$ cat src/rtl/regfile_writeback.sv
// regfile_writeback: writeback sequencer for the 32x32 RISC-V register file.
// Two producers (ALU, load unit) are arbitrated round-robin over valid/ready,
// queued in a DEPTH-entry FIFO and drained onto the register file write
// channel at one write per cycle. Writes to x0 are accepted and dropped.
//
// Ports:
//   clk, rst                    clock, synchronous active-low reset
//   alu_valid/ready/addr/data   ALU write request
//   mem_valid/ready/addr/data   load unit write request
//   wr_ena/addr/data            register file write channel (registered)
//   pending                     per-register "write in flight" mask
//   count                       FIFO occupancy
//   busy                        count != 0 or wr_ena
// Optional (macro REGFILE_WB_FORWARD_EN):
//   fwd_addr0/1 -> fwd_hit0/1, fwd_data0/1   youngest in-flight value lookup
module regfile_writeback #(
    parameter int unsigned DEPTH = 4
) (
    input  logic                         clk,
    input  logic                         rst,
    input  logic                         alu_valid,
    output logic                         alu_ready,
    input  logic [4:0]                   alu_addr,
    input  logic [31:0]                  alu_data,
    input  logic                         mem_valid,
    output logic                         mem_ready,
    input  logic [4:0]                   mem_addr,
    input  logic [31:0]                  mem_data,
    output logic                         wr_ena,
    output logic [4:0]                   wr_addr,
    output logic [31:0]                  wr_data,
    output logic [31:0]                  pending,
    output logic [$clog2(DEPTH+1)-1:0]   count,
    output logic                         busy
`ifdef REGFILE_WB_FORWARD_EN
    ,
    input  logic [4:0]                   fwd_addr0,
    input  logic [4:0]                   fwd_addr1,
    output logic                         fwd_hit0,
    output logic                         fwd_hit1,
    output logic [31:0]                  fwd_data0,
    output logic [31:0]                  fwd_data1
`endif
);

    localparam int unsigned PW = $clog2(DEPTH);
    localparam int unsigned CW = $clog2(DEPTH + 1);

    logic [4:0]    fifo_addr [DEPTH];
    logic [31:0]   fifo_data [DEPTH];
    logic [PW-1:0] head;
    logic [PW-1:0] tail;
    logic          last_alu;
    logic          space;
    logic          grant_alu;
    logic          grant_mem;
    logic          push;
    logic          pop;
    logic [4:0]    push_addr;
    logic [31:0]   push_data;
    logic [PW-1:0] offset;

    // Round-robin arbiter; ready is the grant, independent of a same-cycle pop.
    always_comb begin
        space     = count < CW'(DEPTH);
        grant_alu = 1'b0;
        grant_mem = 1'b0;
        if (space) begin
            if (alu_valid && mem_valid) begin
                grant_alu = !last_alu;
                grant_mem = last_alu;
            end else begin
                grant_alu = alu_valid;
                grant_mem = mem_valid;
            end
        end
        push_addr = grant_mem ? mem_addr : alu_addr;
        push_data = grant_mem ? mem_data : alu_data;
        // x0 requests complete the handshake but never occupy a slot
        push      = (grant_alu || grant_mem) && (push_addr != 5'd0);
        pop       = count != '0;
    end

    assign alu_ready = grant_alu;
    assign mem_ready = grant_mem;
    assign busy      = (count != '0) || wr_ena;

    // Pointers, occupancy, arbitration history and the write channel register.
    always_ff @(posedge clk) begin
        if (!rst) begin
            head     <= '0;
            tail     <= '0;
            count    <= '0;
            wr_ena   <= 1'b0;
            wr_addr  <= '0;
            wr_data  <= '0;
            last_alu <= 1'b0;
        end else begin
            wr_ena <= pop;
            if (pop) begin
                wr_addr <= fifo_addr[head];
                wr_data <= fifo_data[head];
                head    <= head + PW'(1);
            end
            if (push) begin
                tail <= tail + PW'(1);
            end
            if (grant_alu) begin
                last_alu <= 1'b1;
            end else if (grant_mem) begin
                last_alu <= 1'b0;
            end
            count <= count + CW'(push) - CW'(pop);
        end
    end

    // FIFO storage; contents are don't-care after reset.
    always_ff @(posedge clk) begin
        if (rst && push) begin
            fifo_addr[tail] <= push_addr;
            fifo_data[tail] <= push_data;
        end
    end

    // Pending mask: every occupied slot plus the write currently on the channel.
    always_comb begin
        pending = '0;
        offset  = '0;
        for (int unsigned i = 0; i < DEPTH; i++) begin
            offset = PW'(i) - head;
            if (CW'(offset) < count) begin
                pending[fifo_addr[i]] = 1'b1;
            end
        end
        if (wr_ena) begin
            pending[wr_addr] = 1'b1;
        end
        pending[0] = 1'b0;
    end

`ifdef REGFILE_WB_FORWARD_EN
    logic [PW-1:0] fwd_idx;

    // Scan oldest (write channel) to youngest (tail side); later matches override.
    always_comb begin
        fwd_hit0  = 1'b0;
        fwd_hit1  = 1'b0;
        fwd_data0 = '0;
        fwd_data1 = '0;
        fwd_idx   = '0;
        if (wr_ena && wr_addr == fwd_addr0) begin
            fwd_hit0  = 1'b1;
            fwd_data0 = wr_data;
        end
        if (wr_ena && wr_addr == fwd_addr1) begin
            fwd_hit1  = 1'b1;
            fwd_data1 = wr_data;
        end
        for (int unsigned k = 0; k < DEPTH; k++) begin
            fwd_idx = head + PW'(k);
            if (CW'(k) < count) begin
                if (fifo_addr[fwd_idx] == fwd_addr0) begin
                    fwd_hit0  = 1'b1;
                    fwd_data0 = fifo_data[fwd_idx];
                end
                if (fifo_addr[fwd_idx] == fwd_addr1) begin
                    fwd_hit1  = 1'b1;
                    fwd_data1 = fifo_data[fwd_idx];
                end
            end
        end
        if (fwd_addr0 == 5'd0) begin
            fwd_hit0  = 1'b0;
            fwd_data0 = '0;
        end
        if (fwd_addr1 == 5'd0) begin
            fwd_hit1  = 1'b0;
            fwd_data1 = '0;
        end
    end
`endif

endmodule

$ cat config.mk
export PLATFORM = sky130hd
export DESIGN_NAME = regfile_writeback
export DESIGN_NICKNAME = d
export VERILOG_FILES = /design/src/rtl/regfile_writeback.sv
export SDC_FILE = /design/constraint.sdc
export NUM_CORES = 1
export LEC_CHECK = 0
export ABC_AREA = 1
export CELL_PAD_IN_SITES_DETAIL_PLACEMENT = 2
export CELL_PAD_IN_SITES_GLOBAL_PLACEMENT = 2
export CORE_UTILIZATION = 39
export CTS_CLUSTER_DIAMETER = 80
export DETAILED_ROUTE_END_ITERATION = 12
export DONT_BUFFER_PORTS = 1
export PLACE_DENSITY_LB_ADDON = 0.1
export SLEW_MARGIN = 10
export SYNTH_ARGS = -nofsm -noshare
export SYNTH_HDL_FRONTEND = slang
export SYNTH_SLANG_ARGS = --single-unit
$ cat constraint.sdc
create_clock -name clk -period 4.42 [get_ports clk]
set_clock_uncertainty 0.2 [all_clocks]
set_input_delay 1.105 -clock clk [delete_from_list [all_inputs] [get_ports clk]]
set_output_delay 1.105 -clock clk [all_outputs]
set_load 0.05 [all_outputs]
; ---- Word-level counts from Yosys, hierarchy flattened
; Memory sizes are Yosys's and may differ from the RTL's. A register that Yosys moved wholly into a read port is not among the register bits.
; Cells that the tools add are included.
[totals]
register_bits = 9
mem_bits_rw = 148
output_inout_bits = 76
memories = 2
[op_classes]
addsub = 8
magnitude_cmp = 15
muxes = 25
bitwise = 4
reduce_logical = 16
[memory_table]
columns = memory, depth, word_bits, rd, rd_ports_with_merged_regs, write_ports, line
row1 = fifo_data, 4, 32, 1, 1, 1, 50  ; logic [31:0] fifo_data [DEPTH];
row2 = fifo_addr, 4, 5, 5, 1, 1, 49  ; logic [4:0] fifo_addr [DEPTH];
[ops]
columns = operator, count
row1 = two-way mux 32 bit, 6
row2 = bitwise OR 32 bit, 4
row3 = "less-than comparator 5 x 6 -> 1 bit, second input constant", 5
row4 = demux 1 bit (select 5 bit), 5
row5 = "greater-or-equal comparator 5 x 1 -> 1 bit, second input constant", 5
row6 = two-way mux 1 bit, 13
row7 = less-than comparator 2 x 3 -> 1 bit, 4
row8 = logical AND 1 bit, 8
row9 = two-way mux 5 bit, 1
row10 = nonzero test 5 bit, 1
row11 = "adder 2 x 1 -> 2 bit, second input constant", 2
row12 = "subtractor 1 x 2 -> 2 bit, first input constant", 2
row13 = "subtractor 2 bit, first input constant", 2
row14 = adder 3 x 1 -> 3 bit, 1
row15 = logical NOT 1 bit, 3
row16 = "less-than comparator 3 bit, second input constant", 1
row17 = nonzero test 3 bit, 1
row18 = subtractor 3 x 1 -> 3 bit, 1
row19 = logical OR 1 bit, 2
row20 = nonzero test 2 bit, 1

; ---- Longest topological paths before layout
; Gate-level depths: netlist of the first run.
; An unclocked memory read counts as a cell.
[depth]
ltp_word = 14
ltp_mapped = 18
mapped_depth_nobuf = 17

; ---- Least setup slack after synthesis of the first run
; No wires, ideal clock.
[synth_timing]
path_kind = input -> register
start = input port mem_valid
end = memory fifo_addr[0][0], enable pin
arrival_ns = 3.483
t_required_ns = 3.789
slack_ns = 0.306
path_stages = 11
cell_sequence = inv_1 nor2_8 nand2_4 buf_6 nand2_4 o21ai_2 nand2_1 nor2_1 nor2_2 nand2_2 nor2_1
[synth_via]
elab_chain_len = 9
elab_cells_between_ends = 12
classes_between = mux (7) / reduce/logical (5)
[synth_lines]
columns = element, line
row1 = "start, declared", 25  ; input logic mem_valid,
row2 = logical AND 1 bit, 69  ; if (alu_valid && mem_valid) begin
row3 = two-way mux 1 bit, 69
row4 = two-way mux 1 bit, 68  ; if (space) begin
row5 = two-way mux 5 bit, 77  ; push_addr = grant_mem ? mem_addr : alu_addr;
row6 = nonzero test 5 bit, 80  ; push = (grant_alu || grant_mem) && (push_addr != 5'd0);
row7 = logical AND 1 bit *, 80
row8 = logical AND 1 bit *, 119  ; if (rst && push) begin
row9 = two-way mux 1 bit *, 119
row10 = two-way mux 1 bit (implied by the code) *, 120  ; fifo_addr[tail] <= push_addr;
row11 = "end, declared", 49
; Every way passes the cells marked *; elsewhere a longest branch is shown, timed or not.

; ---- Worst setup path in the final report of the first run
[layout_timing]
start = register head[1]
end = output port pending[16]
[layout_via]
elab_chain_len = 11
elab_cells_between_ends = 17
classes_between = add/sub (4) / order compare (4) / mux (5) / bitwise (4)
[layout_lines]
columns = element, line
row1 = "start, declared", 51  ; logic [PW-1:0] head;
row2 = "start signal, assigned", 103  ; head <= head + PW'(1);
row3 = subtractor 1 x 2 -> 2 bit, 130  ; offset = PW'(i) - head;
row4 = less-than comparator 2 x 3 -> 1 bit, 131  ; if (CW'(offset) < count) begin
row5 = two-way mux 32 bit, 131
row6 = bitwise OR 32 bit (no line), n/a
row7 = two-way mux 32 bit, 131
row8 = bitwise OR 32 bit (no line), n/a
row9 = two-way mux 32 bit, 131
row10 = bitwise OR 32 bit (no line), n/a
row11 = two-way mux 32 bit *, 131
row12 = bitwise OR 32 bit (no line), n/a
row13 = two-way mux 32 bit *, 135  ; if (wr_ena) begin
row14 = "end, declared", 32  ; output logic [31:0] pending,
; Marked as above.

==> results of run 1 <==
worst reg2reg max path, cell delays in order, from the launching register on:
cell and delay, ns:
dfxtp_1 0.35, buf_4 0.26, nor2_8 0.19, nand2_4 0.11, nand2_1 0.09, nand2_1 0.10, nand3_1 0.10, nor2_1 0.06
nor2_2 0.20, inv_1 0.08, ha_1 0.29, inv_1 0.06, ha_1 0.15, inv_1 0.06, fa_1 0.35, inv_1 0.08
o21ai_0 0.09, a21oi_1 0.14
cell type report:
cell class / count / share of cell area, %
Sequential cell: 194 / 51.0
Multi-Input combinational cell: 637 / 31.1
Timing Repair Buffer: 48 / 5.21
Clock buffer: 17 / 4.05
Tap cell: 313 / 3.72
Inverter: 87 / 3.13
Clock inverter: 14 / 1.77
through the flow:
step	cells	total power, mW
floorplan	961	5.01
global placement	1279	5.91
detailed placement	1279	6.07
CTS	1310	7.80
global route	1310	8.11
finish	1310	7.76
state kept, by name, indices dropped and copies added, names as in the netlist:
name	flops
wr_addr	5
last_alu	1
fifo_data	128
tail	2
count	3
head	2
wr_ena	1
wr_data	32
fifo_addr	20
cell usage in the layout, fill, tap and decap left out, types with 4 or more instances in the layout:
cell type	n
nand3_1	37
nand4_1	7
ha_1	10
inv_1	81
nor2_1	49
nor2_4	6
nand2_1	248
o21ai_1	6
nor3_1	37
inv_2	4
clkbuf_16	17
edfxtp_1	148
buf_12	15
dfxtp_1	45
a221oi_1	37
inv_8	4
o22ai_1	11
o21ai_0	43
buf_4	33
a22oi_1	16
a21oi_1	98
o211ai_1	5
logic make-up (layout without fill, tap and decap cells):
kind of cell / after synthesis / count (layout) / synth area share, %
fa+ha+maj: 11 / 11 / 1.59
buf+inv: 130 / 166 / 5.78
xor+xnor: 1 / 1 / 0.0961
compound gates: 222 / 222 / 14.6
flops: 194 / 194 / 58.9
simple gates: 402 / 402 / 19.0
other cells: 1 / 1 / 0.0412
power by group:
group | switching [mW] | internal, mW
logic | 2.08 | 0.735
clock network | 0.791 | 0.865
registers | 0.909 | 2.38
total | 3.78 | 3.98
repair_timing:
action / CTS / global route
endpoints found under the setup margin: 0 / 14
gates resized for setup: 0 / 2
setup buffers: 0 / 0
synthesized netlist by cell type (2+ instances only):
cell type / instances / area, um^2
o21ai_0: 43 / 215
inv_1: 81 / 304
nor3_2: 2 / 20.0
nor3_1: 37 / 185
a22oi_1: 16 / 120
nand2_2: 2 / 12.5
o2111ai_1: 3 / 26.3
nand2_1: 249 / 935
o22ai_1: 11 / 68.8
edfxtp_1: 148 / 4440
nand4_1: 7 / 43.8
a21oi_1: 99 / 495
buf_4: 2 / 15.0
buf_6: 2 / 22.5
or2_2: 2 / 12.5
dfxtp_1: 46 / 921
o21ai_1: 6 / 30.0
buf_2: 11 / 55.1
o211ai_1: 5 / 37.5
nand3b_1: 2 / 15.0
nor2_2: 3 / 18.8
nor3_4: 3 / 48.8
nor2_1: 54 / 203
nand2_4: 2 / 22.5
a221oi_1: 37 / 324
ha_1: 10 / 125
clkbuf_1: 28 / 105
inv_2: 4 / 15.0
nand3_1: 37 / 185
routing by layer:
metal | wire, um | vias up
li1 | - | 3407
met1 | 14600 | 3939
met2 | 18100 | 267
met3 | 1710 | 62
met4 | 842 | 0
met5 | 0 | -
worst max path at each step:
| stage | from | endpoint | slack (ns) | cells after the start |
|---|---|---|---|---|
| after floorplan | mem_valid | fifo_addr[0][0]$_DFFE_PP_ | 0.31 | 11 |
| after global placement | wr_addr[4]$_SDFFE_PN0N_ | pending[19] | 0.74 | 7 |
| after detailed placement | head[1]$_SDFFE_PN0N_ | pending[24] | 0.59 | 11 |
| after CTS | head[1]$_SDFFE_PN0N_ | pending[24] | 0.07 | 11 |
| after global routing | head[1]$_SDFFE_PN0N_ | pending[24] | 0.03 | 8 |
| final | head[1]$_SDFFE_PN0N_ | pending[16] | 0.12 | 8 |
==> impl_metrics.yaml, run 1 <==
drt:
  dr.pass1.iters: 6
  vias_per_cell: 5.86
  routed_wl_um: 35200
  drtIter0Drc: 461
  drcViolationCount: 0
  ant_nets: 0
  vias: 7675
  routedWlPerCell_um: 26.9
timing:
  drv_slew: 0
  rsz0062_at_grt: "false"
  period_minus_slack_ns: 4.30
  max_freq_mhz: 232
  setup_viol: 0
  setup_ws_ns: 0.116
  worst_pin_slew_ns: 1.08
  fin_setup_tns_ns: 0
  slew_headroom_pct: 27.8
  holdWs_ns: 0.274
  finalHoldViolations: 0
  period_share_pct: 97.4
global_routing:
  grt_max_degree: 75
  grt.met2_usage_pct: 53.1
  use_met1_pct: 37.0
  grt_pass1_wl_um: 53100
  grt_pass1_vias: 8362
  overflow: 0
  antenna_found_initial: 0
  grt_usage_pct: 30.2
  grt.busiest_layer: "met2"
  use_met3_pct: 5.69
final_layout:
  drive_gt1_share_pct: 10.8
  antenna_cells: 0
  fin_util_pct: 46.2
  multi_input_area_um2: 3270
  nets: 1074
  area_growth_pct: 15.4
  final_cell_area_um2: 10500
  seq_area_um2: 5370
  num-fill-cells: 2434
clocking:
  clock_sinks: 194
  cts-buffers-inserted: 17
  htreeDepth: 4
  root_buffer: "clkbuf_16"
  clkTransAtPathRegs_ns: 0.08
  cts_tree: "built"
  clk_latency_ns: 0.44
  hold_buffers: 0
  max-clock-path-buffers: 2
pwr:
  p_leak_nw: 4.02
  ir_drop_mv: 0.553
  power.density_nw_per_um2: 738
worst_setup_path:
  cpPeakStageDelay_ns: 0.68
  crit_arrival_ns: 3.00
  cp-end-kind: "primary output"
  regToRegStartpoint: "count[2]$_SDFF_PN0_"
  critPathKind: "flip-flop to primary output"
  worst-path-max-fanout: 7
  crit_chain: "clkinv_1 -> ha_1 -> nand3_1 -> nand2_2 -> nor3_2 -> a22oi_1 -> nand4_1 -> buf_4"
  critPathBufInv: 2
  worst-r2r-cell-count: 17
  cp-start-kind: "flip-flop"
  r2r-end: "count[2]$_SDFF_PN0_"
  crit_slowest_cell: "nor3_2"
  cp.required_ns: 3.12
  reg2reg_slack_ns: 1.39
  cp_top_family: "simple AND/OR/NAND/NOR gates"
yosys:
  syn_avg_cell_area_um2: 9.48
  synth_edf_count: 148
  syn_area_um2: 9110
  yosysSeqAreaShare_pct: 58.9
  postSynthCellCount: 961
  yosys_register_bits: 194
  syn_nets: 1050
  async_flop_share_pct: 0
  synthFlopType: "edfxtp_1"
  ys_types: 38
  yosys_warnings: 0
placed_design:
  globalplace.congestion: 1.03
  dpl.hpwl_um: 24200
  portBuffers: 0
  placed_area_um2: 9900
  pre_cts_slack_ns: 0.586
floorplan:
  core_um2: 22800
  dieArea_um2: 24000
  rows: 55
  die_x_um: 155
  die-height_um: 155
  initial_utilization_pct: 40.0
  io_pins: 154
min_path:
  hold_path.class: "flip-flop to flip-flop"
  min_delay_path_depth: 2
  worstHoldStart: "last_alu$_SDFFE_PN0P_"
  worst_hold_path.endpoint: "last_alu$_SDFFE_PN0P_"
outcome:
  outcome: "finished, final reports clean"
job:
  max_cap_violations: 0
Note: power is estimated with default switching activity, not from simulation.
==> run 2: changes to the inputs <==
--- a/config.mk
+++ b/config.mk
@@ -13,7 +13,7 @@
 export DETAILED_ROUTE_END_ITERATION = 12
 export DONT_BUFFER_PORTS = 1
 export PLACE_DENSITY_LB_ADDON = 0.1
-export SLEW_MARGIN = 10
+export SLEW_MARGIN = 25
 export SYNTH_ARGS = -nofsm -noshare
 export SYNTH_HDL_FRONTEND = slang
 export SYNTH_SLANG_ARGS = --single-unit
==> run 2 against run 1 <==
  * Global-route usage shrank 0.41 points
  * Register-to-register slack gained 0.04 ns
  * Die area is the same
==> impl_metrics.yaml, run 2 (synthesis gave the netlist of run 1 again) <==
floorplan:
  die-height_um: 155
  core_um2: 22800
  rows: 55
  initial_utilization_pct: 40.0
  die_x_um: 155
  io_pins: 154
  dieArea_um2: 24000
clocking:
  htreeDepth: 4
  clkTransAtPathRegs_ns: 0.09
  clock_sinks: 194
  clk_latency_ns: 0.44
  cts-buffers-inserted: 17
  root_buffer: "clkbuf_16"
  hold_buffers: 0
  cts_tree: "built"
  max-clock-path-buffers: 2
timing:
  period_share_pct: 94.7
  finalHoldViolations: 0
  setup_viol: 0
  max_freq_mhz: 239
  drv_slew: 0
  fin_setup_tns_ns: 0
  period_minus_slack_ns: 4.19
  worst_pin_slew_ns: 0.992
  rsz0062_at_grt: "false"
  slew_headroom_pct: 33.4
min_path:
  hold_path.class: "flip-flop to flip-flop"
  worst_hold_path.endpoint: "last_alu$_SDFFE_PN0P_"
  min_delay_path_depth: 2
  worstHoldStart: "last_alu$_SDFFE_PN0P_"
drt:
  routedWlPerCell_um: 26.6
  ant_nets: 0
  dr.pass1.iters: 5
  vias_per_cell: 5.82
  drcViolationCount: 0
  drtIter0Drc: 452
  routed_wl_um: 34900
  vias: 7640
pwr:
  p_leak_nw: 4.01
  swShare_pct: 48.9
  pwr-share-clk_pct: 20.8
  p_comb_share_pct: 36.8
  internal-power_mw: 3.96
  p_sw_mw: 3.78
  ir_drop_mv: 0.578
  power.share.sequential_pct: 42.4
  power.density_nw_per_um2: 735
final_layout:
  nets: 1075
  reg_top3: "fifo_data x128, wr_data x32, fifo_addr x20"
  final_cell_area_um2: 10500
  num-fill-cells: 2444
  antenna_cells: 0
  area_growth_pct: 15.5
  mostFrequentLayoutCells: "nand2_1 (248), edfxtp_1 (148), a21oi_1 (99)"
  mostFrequentLayoutCell: "nand2_1"
  largest_register: "fifo_data"
  drive_gt1_share_pct: 10.9
  largest_register_ff_count: 128
worst_setup_path:
  critPathKind: "flip-flop to primary output"
  reg2reg_slack_ns: 1.43
  cp-end-kind: "primary output"
  cp.required_ns: 3.12
  worst-r2r-cell-count: 13
  r2r-end: "tail[1]$_SDFFE_PN0N_"
  worst-path-max-fanout: 35
  regToRegStartpoint: "count[2]$_SDFF_PN0_"
  crit_arrival_ns: 2.88
  cp-start-kind: "flip-flop"
job:
  max_cap_violations: 0
global_routing:
  overflow: 0
  grt_pass1_wl_um: 52600
  grt_pass1_vias: 8204
  grt_usage_pct: 29.8
  antenna_found_initial: 0
  grt_max_degree: 75
outcome:
  outcome: "finished, final reports clean"
placed_design:
  dpl.hpwl_um: 24400
  portBuffers: 0
  placed_area_um2: 9920
  globalplace.congestion: 1.03
-- run 2: changes by cell type in the layout (fill, tap and decap cells not counted) --
cell,before,now
clkinv_2,0,1
inv_4,2,1
dfxtp_1,45,44
clkinv_4,1,0
a21oi_2,1,0
clkinv_8,2,3
inv_8,4,3
bufinv_16,2,1
a21oi_1,98,99
dfxtp_2,1,2
buf_16,0,1
clkinvlp_4,1,3
clkbuf_1,0,1
-- run 2: worst max path at each step --
stage	startpoint	to	slack (ns)	cells past startpoint
final	head[0]$_SDFFE_PN0N_	pending[15]	0.23	8
after global placement	wr_addr[4]$_SDFFE_PN0N_	pending[19]	0.74	7
after floorplan	mem_valid	fifo_addr[0][0]$_DFFE_PP_	0.31	11
after CTS	head[1]$_SDFFE_PN0N_	pending[24]	0.06	11
after detailed placement	head[1]$_SDFFE_PN0N_	pending[24]	0.53	11
after global routing	head[0]$_SDFFE_PN0N_	pending[16]	0.10	8
-- run 2: worst max-delay path, stage by stage (launching register included) --
cell      delay, ns
dfxtp_2        0.37
buf_4          0.44
nand2_1        0.15
nand3_1        0.12
nand2_2        0.13
nor3_2         0.64
a21oi_1        0.19
o211ai_1       0.16
buf_4          0.23
-- run 2: final cells by class --
class	instances	area, um^2	area share [%]
Clock buffer	18	429	4.08
Tap cell	313	392	3.72
Sequential cell	194	5370	51.0
Clock inverter	14	166	1.58
Timing Repair Buffer	49	576	5.47
Multi-Input combinational cell	637	3260	31.0
Inverter	87	329	3.13
-- run 2: through the flow --
stage / hold slack (ns) / power, mW / utilization, % / setup WS [ns] / cells
2_1_floorplan: 0.238 / 5.01 / - / 0.306 / 961
3_3_place_gp: 0.248 / 5.91 / 43.4 / 0.744 / 1279
4_1_cts: 0.279 / 7.79 / 46.2 / 0.0633 / 1312
5_1_grt: 0.311 / 8.08 / 46.2 / 0.102 / 1312
3_5_place_dp: 0.266 / 6.12 / 43.6 / 0.534 / 1280
6_report: 0.272 / 7.74 / 46.2 / 0.234 / 1312
-- run 2: routing by layer --
metal	global-route usage, %	up-vias	routed length (um)
met5	0	-	0
met4	9.90	0	907
met3	5.55	59	1710
met2	51.3	256	17600
met1	37.7	3897	14600
li1	-	3428	-
-- run 2: power by group through the flow --
| stage | sequential (mW) | combinational (mW) | clock [mW] |
|---|---|---|---|
| floorplan | 3.23 | 1.79 | 0 |
| global placement | 3.28 | 2.63 | 0 |
| detailed placement | 3.32 | 2.81 | 0 |
| CTS | 3.29 | 2.86 | 1.64 |
| global route | 3.32 | 3.07 | 1.70 |
| finish | 3.28 | 2.85 | 1.61 |
-- run 2: timing repair --
action | in CTS | in global routing
buffers inserted | 0 | 0
setup endpoints to repair | 0 | 14
gates resized for setup | 0 | 2
==> run 3: changes to the inputs <==
--- a/config.mk
+++ b/config.mk
@@ -13,7 +13,7 @@
 export DETAILED_ROUTE_END_ITERATION = 12
 export DONT_BUFFER_PORTS = 1
 export PLACE_DENSITY_LB_ADDON = 0.1
-export SLEW_MARGIN = 25
+export SLEW_MARGIN = 20
 export SYNTH_ARGS = -nofsm -noshare
 export SYNTH_HDL_FRONTEND = slang
 export SYNTH_SLANG_ARGS = --single-unit
==> results of run 3 <==
The final DEF is identical to that of run 1; final timing and power are the same.
